==> config.mk <==
export PLATFORM = sky130hd
export DESIGN_NAME = throttle_rate_sched
export DESIGN_NICKNAME = d
export VERILOG_FILES = /design/src/rtl/throttle_rate_sched.sv
export SDC_FILE = /design/constraint.sdc
export NUM_CORES = 1
export LEC_CHECK = 0
export ABC_CLOCK_PERIOD_IN_PS = 7300
export CAP_MARGIN = 20
export CORE_UTILIZATION = 35
export CTS_BUF_LIST = sky130_fd_sc_hd__clkbuf_2 sky130_fd_sc_hd__clkbuf_4 sky130_fd_sc_hd__clkbuf_8
export CTS_CLUSTER_DIAMETER = 60
export DETAILED_ROUTE_END_ITERATION = 12
export PLACE_DENSITY_LB_ADDON = 0.08
export SYNTH_ARGS = -nofsm -noshare
export SYNTH_HDL_FRONTEND = slang
export SYNTH_SLANG_ARGS = --single-unit
export TNS_END_PERCENT = 5
==> constraint.sdc <==
create_clock -name CLK_50 -period 7.3 [get_ports CLK_50]
set_input_delay 1.095 -clock CLK_50 [delete_from_list [all_inputs] [get_ports CLK_50]]
set_output_delay 1.095 -clock CLK_50 [all_outputs]
set_load 0.02 [all_outputs]
==> src/rtl/throttle_rate_sched.sv <==
// -----------------------------------------------------------------------------
// throttle_rate_sched
//
// Throttle-level scheduler between the debounced up/down buttons and the
// slow-clock output. Button steps and an external set-point command update a
// requested level (target_num). The applied level (freq_num) then ramps toward
// the target one step at a time. Two rules limit each step:
//   - a minimum dwell time must pass after the previous step, and
//   - the step commits only on a falling slow_clk boundary.
// Because of the second rule, every emitted slow_clk period is complete.
//
// Handshake: a command transfers on a CLK_50 edge where cmd_valid && cmd_ready.
// cmd_ready is high only while the scheduler is settled: the FSM is idle and
// freq_num == target_num. A command that is not accepted is simply not taken.
// The requester may hold cmd_valid high until it sees cmd_ready.
//
// Ports
//   CLK_50      in   system clock
//   reset       in   synchronous, active-low reset
//   up_req      in   one-cycle pulse, target +1 (saturating)
//   dn_req      in   one-cycle pulse, target -1 (saturating)
//   cmd_valid   in   external set-point valid
//   cmd_level   in   external set-point level (clamped to NUM_LEVELS-1)
//   cmd_ready   out  command accepted this cycle when cmd_valid is high
//   target_num  out  requested level
//   freq_num    out  applied (committed) level
//   slow_clk    out  throttled clock, 50% duty, held 0 at level 0
//   tick        out  one-cycle pulse in the first cycle slow_clk reads 1
//   busy        out  ramp in progress
//   state_dbg   out  FSM state (0 idle, 1 dwell, 2 wait for edge)
// -----------------------------------------------------------------------------
module throttle_rate_sched #(
  parameter int NUM_LEVELS = 6,
  parameter int LEVEL_W    = 3,
  parameter int BASE_HALF  = 3_125_000,
  parameter int STEP_DWELL = 25_000_000,
  parameter int CNT_W      = 32
) (
  input  logic               CLK_50,
  input  logic               reset,
  input  logic               up_req,
  input  logic               dn_req,
  input  logic               cmd_valid,
  input  logic [LEVEL_W-1:0] cmd_level,
  output logic               cmd_ready,
  output logic [LEVEL_W-1:0] target_num,
  output logic [LEVEL_W-1:0] freq_num,
  output logic               slow_clk,
  output logic               tick,
  output logic               busy,
  output logic [1:0]         state_dbg
);

  typedef enum logic [1:0] {
    IDLE      = 2'd0,
    DWELL     = 2'd1,
    WAIT_EDGE = 2'd2
  } state_t;

  localparam logic [LEVEL_W-1:0] MAX_LEVEL = LEVEL_W'(NUM_LEVELS - 1);
  localparam logic [LEVEL_W-1:0] LEVEL_ONE = LEVEL_W'(1);
  localparam logic [CNT_W-1:0]   DWELL_MAX = CNT_W'(STEP_DWELL);
  localparam logic [CNT_W-1:0]   HALF_TOP  = CNT_W'(BASE_HALF);
  localparam logic [CNT_W-1:0]   CNT_ONE   = CNT_W'(1);

  state_t             state;
  logic [CNT_W-1:0]   half_cnt;
  logic [CNT_W-1:0]   dwell_cnt;
  logic [CNT_W-1:0]   half_last;
  logic [LEVEL_W-1:0] cmd_clamped;
  logic [LEVEL_W-1:0] next_target;
  logic [LEVEL_W-1:0] step_level;
  logic               cmd_accept;
  logic               dwell_done;
  logic               level_match;
  logic               at_boundary;
  logic               commit;

  assign busy      = (state != IDLE) || (freq_num != target_num);
  assign cmd_ready = !busy;
  assign state_dbg = state;

  always_comb begin
    // The half period doubles for each level below the top one.
    // At level 0 this value is not used, because the counter is held there.
    half_last   = (HALF_TOP << (MAX_LEVEL - freq_num)) - CNT_ONE;
    dwell_done  = (dwell_cnt == DWELL_MAX);
    level_match = (freq_num == target_num);

    // Level 0 has no running clock, so it can leave at any time.
    // Otherwise the last cycle of the high phase is the falling boundary.
    at_boundary = (freq_num == '0) || (slow_clk && (half_cnt == half_last));
    commit      = (state == WAIT_EDGE) && !level_match && at_boundary;

    // The direction is taken from the target at the commit itself.
    // A target that was redirected mid-ramp is therefore followed.
    step_level  = (target_num > freq_num) ? (freq_num + LEVEL_ONE)
                                          : (freq_num - LEVEL_ONE);

    cmd_clamped = (cmd_level > MAX_LEVEL) ? MAX_LEVEL : cmd_level;
    cmd_accept  = cmd_valid && cmd_ready;

    // A command wins over the buttons. Both buttons pressed together cancel.
    next_target = target_num;
    if (cmd_accept) begin
      next_target = cmd_clamped;
    end else if (up_req && !dn_req) begin
      if (target_num != MAX_LEVEL) begin
        next_target = target_num + LEVEL_ONE;
      end
    end else if (dn_req && !up_req) begin
      if (target_num != '0) begin
        next_target = target_num - LEVEL_ONE;
      end
    end
  end

  always_ff @(posedge CLK_50) begin
    if (!reset) begin
      state      <= IDLE;
      target_num <= '0;
      freq_num   <= '0;
      half_cnt   <= '0;
      slow_clk   <= 1'b0;
      tick       <= 1'b0;
      // The dwell counter starts full, so the first step needs no dwell.
      dwell_cnt  <= DWELL_MAX;
    end else begin
      target_num <= next_target;
      tick       <= 1'b0;

      // Half-period counter and slow clock.
      // A commit restarts the low phase at the new level.
      if (commit) begin
        freq_num <= step_level;
        half_cnt <= '0;
        slow_clk <= 1'b0;
      end else if (freq_num == '0) begin
        half_cnt <= '0;
        slow_clk <= 1'b0;
      end else if (half_cnt == half_last) begin
        half_cnt <= '0;
        slow_clk <= !slow_clk;
        tick     <= !slow_clk;
      end else begin
        half_cnt <= half_cnt + CNT_ONE;
      end

      // Dwell counter: counts from the last commit and saturates.
      if (commit) begin
        dwell_cnt <= '0;
      end else if (!dwell_done) begin
        dwell_cnt <= dwell_cnt + CNT_ONE;
      end

      // Ramp sequencer
      case (state)
        IDLE: begin
          if (!level_match) begin
            state <= dwell_done ? WAIT_EDGE : DWELL;
          end
        end
        DWELL: begin
          if (level_match) begin
            state <= IDLE;
          end else if (dwell_done) begin
            state <= WAIT_EDGE;
          end
        end
        WAIT_EDGE: begin
          // The ramp may have become unnecessary, or the step committed.
          // In both cases the sequencer returns to IDLE.
          if (level_match || at_boundary) begin
            state <= IDLE;
          end
        end
        default: begin
          state <= IDLE;
        end
      endcase
    end
  end

endmodule

==> impl_metrics.toml <==
[setup_path]
timing.critical_path.to_type = "output pin"
r2r_cells = 11
worstReg2RegEnd = "dwell_cnt[21]$_SDFFE_PN1P_"
timing.rr.start = "freq_num[1]$_SDFFE_PN0N_"
timing.critical_path.fanout_max = 46
cp.required_ns = 6.20
worst-endpoint-arrival_ns = 2.88
worst_setup_path_start_kind = "flip-flop"
rrSetupSlack_ns = 3.43
worstSetupPathType = "reg -> out"

[sta]
max_slew_margin = 0.3617
setup-tns-final_ns = 0
min_period_over_period = 0.5445
max_freq_ghz = 0.2516
post-route-worst-setup-slack_ns = 3.325
tightestPinTransition_ns = 0.9487
number_of_setup_violations_in_the_final_report = 0
timing.final.hold_violations = 0
timing.final.max_slew_violations = 0
unrepaired_setup_endpoints_after_global_routing = "no"
min_period_ns = 3.975
finalClockSkew_ns = 0.01797

[routing]
drt_drc_violations_left = 0
wl_per_cell_um = 15.53
length_of_the_first_detailed_routing_pass_in_iterations = 4
routed-via-count = 4085
postRouteAntennaNets = 0
vias_per_cell = 5.389
first_iter_violations = 276
post_route_wl_um = 11770

[power_and_ir_drop]
worst_ir_drop_vdd_uv = 184.0
static_leakage_power_uw = 0.001615
power_density_mw_per_mm2 = 257.9

[floorplanning]
top_level_ports = 20
die_w_um = 116.3
full_die_area_mm2 = 0.01353
placement_rows = 41
die_height_um = 116.3
floorplan.core_area_mm2 = 0.01267
floorplan.initialDensity = 0.3609

[global_route]
globalRouteOverflowTotal = 0
gr-usage-all-layers = 0.1867
grt_busiest_layer = "met1"
global_route.usage.met2 = 0.2671
grt.met3_usage = 0.03477
grt_first_pass_wirelength_um = 19490
grt_pass1_vias = 3729
grt_antenna_before_repair = 0
grtUsageMet1 = 0.2688
grt_max_degree = 47

[finish]
final_layout_size_suffix_gt1_frac = 0.05631
layout.cells.non_filler = 758
layout.filler_cells = 1322
antenna_cells = 0
layout-area-overhead-vs-synth_pct = 9.959
net_count_of_the_finished_layout = 598
layout_common_cells = "sky130_fd_sc_hd__dfxtp_1, sky130_fd_sc_hd__nor2_1, sky130_fd_sc_hd__xnor2_1"
layout.cells.most_common = "sky130_fd_sc_hd__dfxtp_1"

[clock_tree]
skew_pair_late_insertion_delay_ns = 0.38
tritoncts_num_sinks = 74
cts_setup_buffers = 0
clk_transition_reported_paths_ns = 0.09
ctsHtreeMaxLevel = 3
clock-root-buffer = "sky130_fd_sc_hd__clkbuf_8"
cts_made_buffers = 9
clock_path_buffers = 2
cts_tree = "yes"
cts_resized = 0
cts_hold_buffers = 0

[synth]
synth.net_count = 599
synth_edf_count = 0
synth-async-reset-ratio = 0
netlist_area_mm2 = 0.004573
portion_of_the_post_synthesis_area_used_by_sequential_elements = 0.3239
syn-instance-count = 582
avgSynthCellArea_um2 = 7.858
number_of_distinct_library_cell_variants_in_the_gate_level_netlist_after_synthesis = 68
postSynthRegisterBits = 74
synth_top_flop_cell = "sky130_fd_sc_hd__dfxtp_1"
ys_warn_count = 0

[hold_path]
min_delay_worst_endpoint = "half_cnt[0]$_SDFF_PP0_"
worstHoldPathType = "reg -> reg"
worst_hold_startpoint = "half_cnt[0]$_SDFF_PP0_"
holdPathStages = 1

[placement]
hpwlAfterDp_um = 8288
pre_cts_slack_ns = 3.474
placement.io_buffers = 19
gp_congestion = 0.8812
place_inst = 742

[run_status]
status = "finished, final reports clean"

[run]
max_cap_violations = 0
[worst max-delay path: stages (launching register included)]
cell	delay, ns
sky130_fd_sc_hd__dfxtp_1	0.38
sky130_fd_sc_hd__buf_4	0.42
sky130_fd_sc_hd__inv_2	0.19
sky130_fd_sc_hd__ha_1	0.35
sky130_fd_sc_hd__nand3_1	0.15
sky130_fd_sc_hd__nor3_1	0.33
sky130_fd_sc_hd__clkdlybuf4s50_1	0.68
[cells in the mapped netlist (6+ instances only)]
cell type / number / area [um2]
sky130_fd_sc_hd__dfxtp_1: 74 / 1481
sky130_fd_sc_hd__nor2_1: 65 / 244.0
sky130_fd_sc_hd__xnor2_1: 40 / 350.3
sky130_fd_sc_hd__nand2_1: 39 / 146.4
sky130_fd_sc_hd__a21oi_1: 35 / 175.2
sky130_fd_sc_hd__nand3_1: 32 / 160.2
sky130_fd_sc_hd__xor2_1: 26 / 227.7
sky130_fd_sc_hd__inv_1: 25 / 93.84
sky130_fd_sc_hd__nor3_1: 18 / 90.09
sky130_fd_sc_hd__o21ai_0: 18 / 90.09
sky130_fd_sc_hd__clkbuf_1: 16 / 60.06
sky130_fd_sc_hd__nand4_1: 16 / 100.1
sky130_fd_sc_hd__a22oi_1: 13 / 97.59
sky130_fd_sc_hd__buf_2: 12 / 60.06
sky130_fd_sc_hd__nor2b_1: 11 / 68.82
sky130_fd_sc_hd__nor4_1: 10 / 62.56
sky130_fd_sc_hd__a31oi_1: 8 / 50.05
sky130_fd_sc_hd__nor3b_1: 8 / 60.06
sky130_fd_sc_hd__and3_1: 7 / 43.79
sky130_fd_sc_hd__buf_4: 7 / 52.55
sky130_fd_sc_hd__ha_1: 7 / 87.58
sky130_fd_sc_hd__and2_1: 6 / 37.54
sky130_fd_sc_hd__o21a_1: 6 / 45.04
sky130_fd_sc_hd__or3_1: 6 / 37.54
[cell type report]
cell class	instances	area (um2)	area share
Inverter	27	101.3	0.02015
Timing Repair Buffer	25	235.2	0.04678
Tap cell	172	215.2	0.04280
Sequential cell	74	1481	0.2946
Clock inverter	7	61.31	0.01219
Clock buffer	9	123.9	0.02463
Multi-Input combinational cell	444	2810	0.5588
[per-layer routing]
metal  share of wire  up-vias
met1            0.52     1923
met3           0.046       18
met4           0.019        0
met5               0        -
li1                -     2061
met2            0.42       83
[worst max path at each step]
stage | slack, ns | cells past startpoint | start | to
after floorplan | 3.68 | 11 | freq_num[0]$_SDFFE_PN0N_ | freq_num[0]$_SDFFE_PN0N_
after global routing | 3.16 | 6 | freq_num[2]$_SDFFE_PN0N_ | cmd_ready
after detailed placement | 3.47 | 11 | freq_num[1]$_SDFFE_PN0N_ | dwell_cnt[12]$_SDFFE_PN1P_
after CTS | 3.33 | 6 | freq_num[2]$_SDFFE_PN0N_ | cmd_ready
after global placement | 3.55 | 11 | freq_num[0]$_SDFFE_PN0N_ | dwell_cnt[14]$_SDFFE_PN1P_
final | 3.32 | 6 | freq_num[2]$_SDFFE_PN0N_ | cmd_ready
[power breakdown]
group	switching (uW)	internal (uW)	total, uW
Combinational	303	202	505
Sequential	45.4	436	481
Clock	181	130	310
[through the flow]
step	hold slack (ns)	utilization	total power, uW	area, um2
floorplan	0.4178	-	849.2	4573
global placement	0.4274	0.3822	984.8	4843
detailed placement	0.4435	0.3822	995.8	4843
CTS	0.4559	0.3969	1316	5029
global route	0.4743	0.3969	1394	5029
finish	0.4514	0.3969	1297	5029
[registers in the layout, indices dropped and copies added (netlist names)]
signal / flops
dwell_cnt: 32
half_cnt: 32
freq_num: 3
target_num: 3
state_dbg: 2
slow_clk: 1
tick: 1
[cell families (layout without fill, tap and decap cells)]
| logic type | count (synthesis) | after routing | share of synthesized area |
|---|---|---|---|
| fa+ha+maj | 9 | 9 | 0.02791 |
| mux | 2 | 2 | 0.004378 |
| simple gates | 249 | 249 | 0.2870 |
| buf+inv | 64 | 68 | 0.06156 |
| compound gates | 118 | 118 | 0.1688 |
| xor+xnor | 66 | 66 | 0.1264 |
| flops | 74 | 74 | 0.3239 |
Power figures use the tool's default switching activity.
